$ cat src/rtl/ser_deframer_pkg.sv
// ============================================================================
// Module : ser_deframer_pkg
// Brief  : Shared types and constants for the serial deframer.
// Rev    : 1.0 - initial release
// ============================================================================
`default_nettype none

package ser_deframer_pkg;

  // Hunt for the sync word, confirm frame spacing, then stay locked
  typedef enum logic [1:0] {
    HUNT    = 2'd0,
    CONFIRM = 2'd1,
    LOCKED  = 2'd2
  } deframer_state_t;

  localparam int         WORD_W            = 8;
  localparam logic [7:0] DEFAULT_SYNC_WORD = 8'hA5;

  // Slot lengths in bits; sync slots never carry a parity bit
  localparam int SYNC_SLOT_LEN       = 8;
  localparam int DATA_SLOT_LEN_NOPAR = 8;
  localparam int DATA_SLOT_LEN_PAR   = 9;
  localparam int BIT_CNT_W_NOPAR     = 3;
  localparam int BIT_CNT_W_PAR       = 4;

  // Saturating increment for the 4-bit good/miss counters
  function automatic logic [3:0] sat_inc4(input logic [3:0] v);
    return (v == 4'hF) ? v : v + 4'd1;
  endfunction

endpackage

`default_nettype wire

$ cat src/rtl/ser_deframer_if.sv
// ============================================================================
// Module : ser_deframer_if
// Brief  : Serial input and deframed output bundle of the deframer.
// Rev    : 1.0 - initial release
// ============================================================================
`default_nettype none

interface ser_deframer_if;
  import ser_deframer_pkg::*;

  logic              ser_in;
  logic              ser_valid;
  logic [WORD_W-1:0] dout;
  logic              dout_valid;
  logic              locked;
  logic              sync_err;
  logic              parity_err;

  // Source of the bit stream / consumer of the words
  modport master (
    output ser_in, ser_valid,
    input  dout, dout_valid, locked, sync_err, parity_err
  );

  // The deframer itself
  modport slave (
    input  ser_in, ser_valid,
    output dout, dout_valid, locked, sync_err, parity_err
  );

endinterface

`default_nettype wire

$ cat src/rtl/deframer_slot_counter.sv
// ============================================================================
// Module : deframer_slot_counter
// Brief  : Bit-in-slot and word-in-frame counters. Word index FRAME_LEN is
//          the sync slot; every other index is a data slot.
// Rev    : 1.0 - initial release
// ============================================================================
`default_nettype none

module deframer_slot_counter
  import ser_deframer_pkg::*;
#(
  parameter int FRAME_LEN     = 4,
  parameter int DATA_SLOT_LEN = 8,
  parameter int BIT_W         = 3
) (
  input  wire logic clk,
  input  wire logic clr_i,        // synchronous clear (reset, hunt match)
  input  wire logic adv_i,        // accepted bit while aligned
  output logic      slot_done_o,  // this accepted bit completes a slot
  output logic      sync_slot_o   // current slot is the sync slot
);

  localparam logic [BIT_W-1:0] SYNC_LAST = BIT_W'(SYNC_SLOT_LEN - 1);
  localparam logic [BIT_W-1:0] DATA_LAST = BIT_W'(DATA_SLOT_LEN - 1);
  localparam logic [7:0]       SYNC_IDX  = 8'(FRAME_LEN);

  logic [BIT_W-1:0] bit_cnt_q, bit_cnt_d;
  logic [7:0]       word_cnt_q, word_cnt_d;
  logic             last_bit;

  // Slot decode and next counter values
  always_comb begin
    sync_slot_o = (word_cnt_q == SYNC_IDX);
    last_bit    = sync_slot_o ? (bit_cnt_q == SYNC_LAST) : (bit_cnt_q == DATA_LAST);
    slot_done_o = adv_i & last_bit;
    bit_cnt_d   = bit_cnt_q;
    word_cnt_d  = word_cnt_q;
    if (clr_i) begin
      bit_cnt_d  = '0;
      word_cnt_d = '0;
    end else if (adv_i) begin
      if (last_bit) begin
        bit_cnt_d  = '0;
        word_cnt_d = sync_slot_o ? 8'd0 : word_cnt_q + 8'd1;
      end else begin
        bit_cnt_d = bit_cnt_q + 1'b1;
      end
    end
  end

  // Counter registers (reset arrives through clr_i)
  always_ff @(posedge clk) begin
    bit_cnt_q  <= bit_cnt_d;
    word_cnt_q <= word_cnt_d;
  end

endmodule

`default_nettype wire

$ cat src/rtl/ser_deframer.sv
// ============================================================================
// Module : ser_deframer
// Brief  : Serial frame-sync deframer: hunts SYNC_WORD, confirms LOCK_CNT
//          correctly spaced syncs, emits FRAME_LEN words per frame while
//          locked and drops lock after MISS_MAX consecutive missed syncs.
// Config : SER_DEFRAMER_PARITY_EN - data slots carry a trailing even-parity
//          bit and parity_err is reported with each word.
// Rev    : 1.0 - initial release
// ============================================================================
`default_nettype none

module ser_deframer
  import ser_deframer_pkg::*;
#(
  parameter logic [7:0] SYNC_WORD = DEFAULT_SYNC_WORD,
  parameter int         FRAME_LEN = 4,
  parameter int         LOCK_CNT  = 2,
  parameter int         MISS_MAX  = 2
) (
  input  wire logic      clk,
  input  wire logic      reset,
  ser_deframer_if.slave  ser_if
);

`ifdef SER_DEFRAMER_PARITY_EN
  localparam int DATA_SLOT_LEN = DATA_SLOT_LEN_PAR;
  localparam int BIT_W         = BIT_CNT_W_PAR;
  localparam int SR_W          = 8;  // holds the full data byte at the parity bit
`else
  localparam int DATA_SLOT_LEN = DATA_SLOT_LEN_NOPAR;
  localparam int BIT_W         = BIT_CNT_W_NOPAR;
  localparam int SR_W          = 7;  // the oldest bit is never observed here
`endif

  deframer_state_t   state_q, state_d;
  logic [SR_W-1:0]   sr_q, sr_d;
  logic [3:0]        good_cnt_q, good_cnt_d;
  logic [3:0]        miss_cnt_q, miss_cnt_d;
  logic [WORD_W-1:0] dout_q, dout_d;
  logic              dout_valid_q, dout_valid_d;
  logic              locked_q, locked_d;
  logic              sync_err_q, sync_err_d;
  logic [WORD_W-1:0] cand;
  logic              sync_hit;
  logic              cnt_clr;
  logic              cnt_adv;
  logic              slot_done;
  logic              sync_slot;
`ifdef SER_DEFRAMER_PARITY_EN
  logic              parity_err_q, parity_err_d;
  assign cand = {sr_q[6:0], ser_if.ser_in};
`else
  assign cand = {sr_q, ser_if.ser_in};
`endif

  assign sync_hit = (cand == SYNC_WORD);
  assign cnt_adv  = ser_if.ser_valid & (state_q != HUNT);

  deframer_slot_counter #(
    .FRAME_LEN     (FRAME_LEN),
    .DATA_SLOT_LEN (DATA_SLOT_LEN),
    .BIT_W         (BIT_W)
  ) u_slot_cnt (
    .clk         (clk),
    .clr_i       (cnt_clr),
    .adv_i       (cnt_adv),
    .slot_done_o (slot_done),
    .sync_slot_o (sync_slot)
  );

  // Next-state, counter and output decisions for each accepted bit
  always_comb begin
    state_d      = state_q;
    sr_d         = sr_q;
    good_cnt_d   = good_cnt_q;
    miss_cnt_d   = miss_cnt_q;
    dout_d       = dout_q;
    dout_valid_d = 1'b0;
    sync_err_d   = 1'b0;
    cnt_clr      = reset;
`ifdef SER_DEFRAMER_PARITY_EN
    parity_err_d = 1'b0;
`endif
    if (ser_if.ser_valid) begin
      sr_d = cand[SR_W-1:0];
      case (state_q)
        HUNT: begin
          if (sync_hit) begin
            cnt_clr    = 1'b1;
            good_cnt_d = 4'd1;
            miss_cnt_d = 4'd0;
            state_d    = (LOCK_CNT == 1) ? LOCKED : CONFIRM;
          end
        end
        CONFIRM: begin
          // Data slots are skipped; only the sync slot decides
          if (slot_done && sync_slot) begin
            if (sync_hit) begin
              good_cnt_d = sat_inc4(good_cnt_q);
              if (good_cnt_d >= 4'(LOCK_CNT)) begin
                state_d = LOCKED;
              end
            end else begin
              state_d = HUNT;
            end
          end
        end
        LOCKED: begin
          if (slot_done) begin
            if (sync_slot) begin
              // A missed sync keeps slot timing; it is never emitted as data
              if (sync_hit) begin
                miss_cnt_d = 4'd0;
              end else begin
                sync_err_d = 1'b1;
                miss_cnt_d = sat_inc4(miss_cnt_q);
                if (miss_cnt_d >= 4'(MISS_MAX)) begin
                  state_d = HUNT;
                end
              end
            end else begin
              dout_valid_d = 1'b1;
`ifdef SER_DEFRAMER_PARITY_EN
              dout_d       = sr_q;
              parity_err_d = ^{sr_q, ser_if.ser_in};
`else
              dout_d       = cand;
`endif
            end
          end
        end
        default: state_d = HUNT;
      endcase
    end
    locked_d = (state_d == LOCKED);
  end

  // State and output registers; reset wins over a simultaneous accepted bit
  always_ff @(posedge clk) begin
    if (reset) begin
      state_q      <= HUNT;
      sr_q         <= '0;
      good_cnt_q   <= '0;
      miss_cnt_q   <= '0;
      dout_q       <= '0;
      dout_valid_q <= 1'b0;
      locked_q     <= 1'b0;
      sync_err_q   <= 1'b0;
`ifdef SER_DEFRAMER_PARITY_EN
      parity_err_q <= 1'b0;
`endif
    end else begin
      state_q      <= state_d;
      sr_q         <= sr_d;
      good_cnt_q   <= good_cnt_d;
      miss_cnt_q   <= miss_cnt_d;
      dout_q       <= dout_d;
      dout_valid_q <= dout_valid_d;
      locked_q     <= locked_d;
      sync_err_q   <= sync_err_d;
`ifdef SER_DEFRAMER_PARITY_EN
      parity_err_q <= parity_err_d;
`endif
    end
  end

  assign ser_if.dout       = dout_q;
  assign ser_if.dout_valid = dout_valid_q;
  assign ser_if.locked     = locked_q;
  assign ser_if.sync_err   = sync_err_q;
`ifdef SER_DEFRAMER_PARITY_EN
  assign ser_if.parity_err = parity_err_q;
`else
  assign ser_if.parity_err = 1'b0;
`endif

endmodule

`default_nettype wire

$ cat src/flat_wrapper.sv
// flat-port wrapper written by rule: the top's interface ports become plain ports
module ser_deframer_flat import ser_deframer_pkg::*;
#(
  parameter logic [7:0] SYNC_WORD = DEFAULT_SYNC_WORD,
  parameter int         FRAME_LEN = 4,
  parameter int         LOCK_CNT  = 2,
  parameter int         MISS_MAX  = 2
)
  (clk, reset, ser_if_ser_in, ser_if_ser_valid, ser_if_dout, ser_if_dout_valid, ser_if_locked, ser_if_sync_err, ser_if_parity_err);
  ser_deframer_if ser_if_i ();
  input  wire logic clk;
  input  wire logic reset;
  input wire logic [$bits(ser_if_i.ser_in)-1:0] ser_if_ser_in;
  input wire logic [$bits(ser_if_i.ser_valid)-1:0] ser_if_ser_valid;
  output wire logic [$bits(ser_if_i.dout)-1:0] ser_if_dout;
  output wire logic [$bits(ser_if_i.dout_valid)-1:0] ser_if_dout_valid;
  output wire logic [$bits(ser_if_i.locked)-1:0] ser_if_locked;
  output wire logic [$bits(ser_if_i.sync_err)-1:0] ser_if_sync_err;
  output wire logic [$bits(ser_if_i.parity_err)-1:0] ser_if_parity_err;
  assign ser_if_i.ser_in = ser_if_ser_in;
  assign ser_if_i.ser_valid = ser_if_ser_valid;
  assign ser_if_dout = ser_if_i.dout;
  assign ser_if_dout_valid = ser_if_i.dout_valid;
  assign ser_if_locked = ser_if_i.locked;
  assign ser_if_sync_err = ser_if_i.sync_err;
  assign ser_if_parity_err = ser_if_i.parity_err;
  ser_deframer #(.SYNC_WORD(SYNC_WORD), .FRAME_LEN(FRAME_LEN), .LOCK_CNT(LOCK_CNT), .MISS_MAX(MISS_MAX)) u_core (.clk(clk), .reset(reset), .ser_if(ser_if_i));
endmodule
$ cat config.mk
export PLATFORM = sky130hd
export DESIGN_NAME = ser_deframer_flat
export DESIGN_NICKNAME = d
export VERILOG_FILES = /design/src/rtl/ser_deframer_pkg.sv /design/src/rtl/ser_deframer_if.sv /design/src/rtl/deframer_slot_counter.sv /design/src/rtl/ser_deframer.sv /design/src/flat_wrapper.sv
export SDC_FILE = /design/constraint.sdc
export NUM_CORES = 1
export LEC_CHECK = 0
export ABC_AREA = 0
export CAP_MARGIN = 0
export CORE_ASPECT_RATIO = 1.1
export CORE_MARGIN = 4
export CORE_UTILIZATION = 30
export CTS_CLUSTER_DIAMETER = 60
export DETAILED_ROUTE_END_ITERATION = 12
export PLACE_DENSITY = 0.48
export SLEW_MARGIN = 20
export SYNTH_ARGS = -nofsm -noshare
export SYNTH_HDL_FRONTEND = slang
export SYNTH_SLANG_ARGS = --single-unit
$ cat constraint.sdc
create_clock -name clk -period 3 [get_ports clk]
set_clock_uncertainty 0.1 [all_clocks]
set_input_delay 0.45 -clock clk [delete_from_list [all_inputs] [get_ports clk]]
set_output_delay 0.45 -clock clk [all_outputs]
set_load 0.01 [all_outputs]
==> reports/metrics.yaml <==
logic_synthesis:
  ys_ff_latch: 39
  async_flop_share: 0
  netlist.area_leader.share: 0.425
  synth_edf_count: 0
  yosys.area.top_type: "dfxtp_1"
  ys.flop_type: "dfxtp_1"
  syn_avg_cell_area_um2: 9.32
  synth_cells: 197
  seq_area_frac_synth: 0.425
  synth.area.top_cells: "dfxtp_1 43%, mux2i_1 9.3%, nor2_1 6.7%, ha_1 4.8%, a21oi_1 3.0%"
  synthTopCellsByCount: "39 x dfxtp_1, 33 x nor2_1, 17 x mux2i_1"
  yosysWarningCount: 0
  synth.most_common_cell: "dfxtp_1"
  syn_nets: 208
  synthesis.area_um2: 1840
  synth.distinct_cells: 48
final_layout:
  layout-area-overhead-vs-synth_pct: 17.5
  nets: 227
  stdcell_count: 293
  multi_input_area_um2: 1000
  seq_area_um2: 781
  num-fill-cells: 591
  fin_util: 0.369
  diodes: 0
  finalInstanceArea_um2: 2160
  drive_gt1_frac: 0.0833
place:
  dp_slack_ps: 414
  dpl.hpwl_um: 2610
  placed_cell_area_um2: 2070
  numPortBuffers: 14
  dp_cells: 286
  place.gp.congestion: 0.780
detailed_routing:
  antenna_left: 0
  routed_wl_um: 3590
  num_vias: 1411
  drt_iter0_markers: 49
  wl_per_cell_um: 12.2
  drc: 0
  dr.pass1.iters: 4
  vias_per_cell: 4.82
worst_setup_path:
  crit_path_start_kind: "input pin"
  crit_path_end_kind: "flop"
  crit_fanout: 7
  crit_arrival_ps: 2390
  worstPathRequired_ps: 3110
  critical_path_class: "in -> reg"
global_route:
  grt_pass1_wl_um: 6490
  grt_pass1_vias: 1392
  grtUsageTotal: 0.109
  overflow: 0
  antenna_found_initial: 0
  grt_max_degree: 14
cts:
  clkTransAtPathRegs_ps: 70
  cts_root_buffer: "clkbuf_8"
  clock_path_buffers: 2
  cts_buffers: 5
  cts.sinks: 39
  cts_tree: "yes"
  cts_max_level: 2
  clk_latency_ps: 290
  cts_resized: 0
  post_cts_buffers: 0
  hold_buffers: 0
timing:
  worstMarginPinSlew_ps: 548
  layout_min_cycle_time_ps: 2270
  slew_violations: 0
  period_share: 0.758
  rsz0062_at_grt: "no"
  maxSlewHeadroom: 0.631
  tns_ps: 0
  fmax_mhz: 440
  worst_slack_ps: 727
  finalSetupViolCount: 0
  hold_viol_final: 0
floorplan:
  chipWidth_um: 82.6
  die_h_um: 90.0
  pin_count: 16
  coreArea_um2: 5840
  die_area_um2: 7440
  start_util: 0.314
  num_rows: 29
run:
  drv_cap: 0
power:
  p_int_mw: 0.719
  pwr-share-comb: 0.043
  leakage_nw: 0.789
  switching_power_mw: 0.202
  cellPowerDensity_nw_per_um2: 427
  p_sw_frac: 0.219
  pwr-share-clk: 0.386
  ir_drop_uv: 227
  p_seq_frac: 0.571
hold_path:
  hold_path.class: "reg -> reg"
outcome:
  outcome: "finished, final reports clean"
[layer usage]
layer	vias up	routed length, µm	share of wire	GRT usage
met5	-	0	0	0
met4	0	60	0.017	0.0368
met3	6	119	0.033	0.0320
met2	13	1570	0.44	0.159
met1	646	1840	0.51	0.152
li1	746	-	-	-
[critical path: stages]
cell             delay (ps)
clkdlybuf4s50_1         510
nand4bb_1               140
or4b_1                  680
a21oi_4                 280
a31oi_1                 130
a211oi_2                200
[logic make-up (layout without fill, tap and decap cells)]
kind of cell | Yosys count | count (layout) | share of synthesized area
and+or+nand+nor | 81 | 81 | 0.235
DFF | 39 | 39 | 0.425
AOI/OAI and AO/OA | 36 | 36 | 0.140
muxes | 17 | 17 | 0.0927
buffers and inverters | 10 | 29 | 0.0279
adders and majority gates | 7 | 7 | 0.0477
xor gates and xnor gates | 6 | 6 | 0.0286
other | 1 | 1 | 0.00204
[layout make-up]
type | count | area share
repair buffers | 19 | 0.0824
multi-input cells | 148 | 0.465
clock buffers | 6 | 0.0383
well taps | 77 | 0.0447
inverters | 3 | 0.00522
flip-flops and latches | 39 | 0.362
clock inverters | 1 | 0.00232
[cell usage in the layout (no fill, tap or decap), drive strengths merged, types with 7 or more instances in the layout]
cell type / count
nor3: 7
dfxtp: 39
ha: 7
clkdlybuf4s50: 14
mux2i: 17
nor2: 33
nand4: 7
o21ai: 7
nand3: 7
a21oi: 13
[path summary, 6_finish.rpt]
kind / start / to / slack (ps) / depth (start not counted)
setup / recovery: ser_if_ser_in / u_core.good_cnt_q[3] / 730 / 6
hold / removal: u_core.ser_if.dout[3] / u_core.ser_if.dout[3] / 400 / 2
setup reg to reg: u_core.u_slot_cnt.word_cnt_q[0] / u_core.ser_if.dout[0] / 940 / 7
hold reg to reg: u_core.ser_if.dout[3] / u_core.ser_if.dout[3] / 400 / 2
[power by group through the flow]
| stage | clock network [mW] | logic (mW) | registers (mW) |
|---|---|---|---|
| floorplan | 0 | 0.0249 | 0.537 |
| global placement | 0 | 0.0402 | 0.538 |
| detailed placement | 0 | 0.0400 | 0.538 |
| CTS | 0.371 | 0.0402 | 0.526 |
| global route | 0.393 | 0.0444 | 0.526 |
| finish | 0.355 | 0.0398 | 0.526 |
[sequential cells by signal (all words and copies together), names as in the netlist]
name / cells
u_core.ser_if.dout: 8
u_core.u_slot_cnt.word_cnt_q: 8
u_core.sr_q: 7
u_core.good_cnt_q: 4
u_core.miss_cnt_q: 4
u_core.u_slot_cnt.bit_cnt_q: 3
u_core.state_q: 2
u_core.ser_if.dout_valid: 1
u_core.ser_if.locked: 1
u_core.ser_if.sync_err: 1
[per-stage QoR]
step | hold slack (ps) | total power, mW
floorplan | 368 | 0.562
global placement | 381 | 0.578
detailed placement | 386 | 0.578
CTS | 405 | 0.937
global route | 434 | 0.964
finish | 399 | 0.921
No activity file was read; power rests on OpenSTA's default activity.
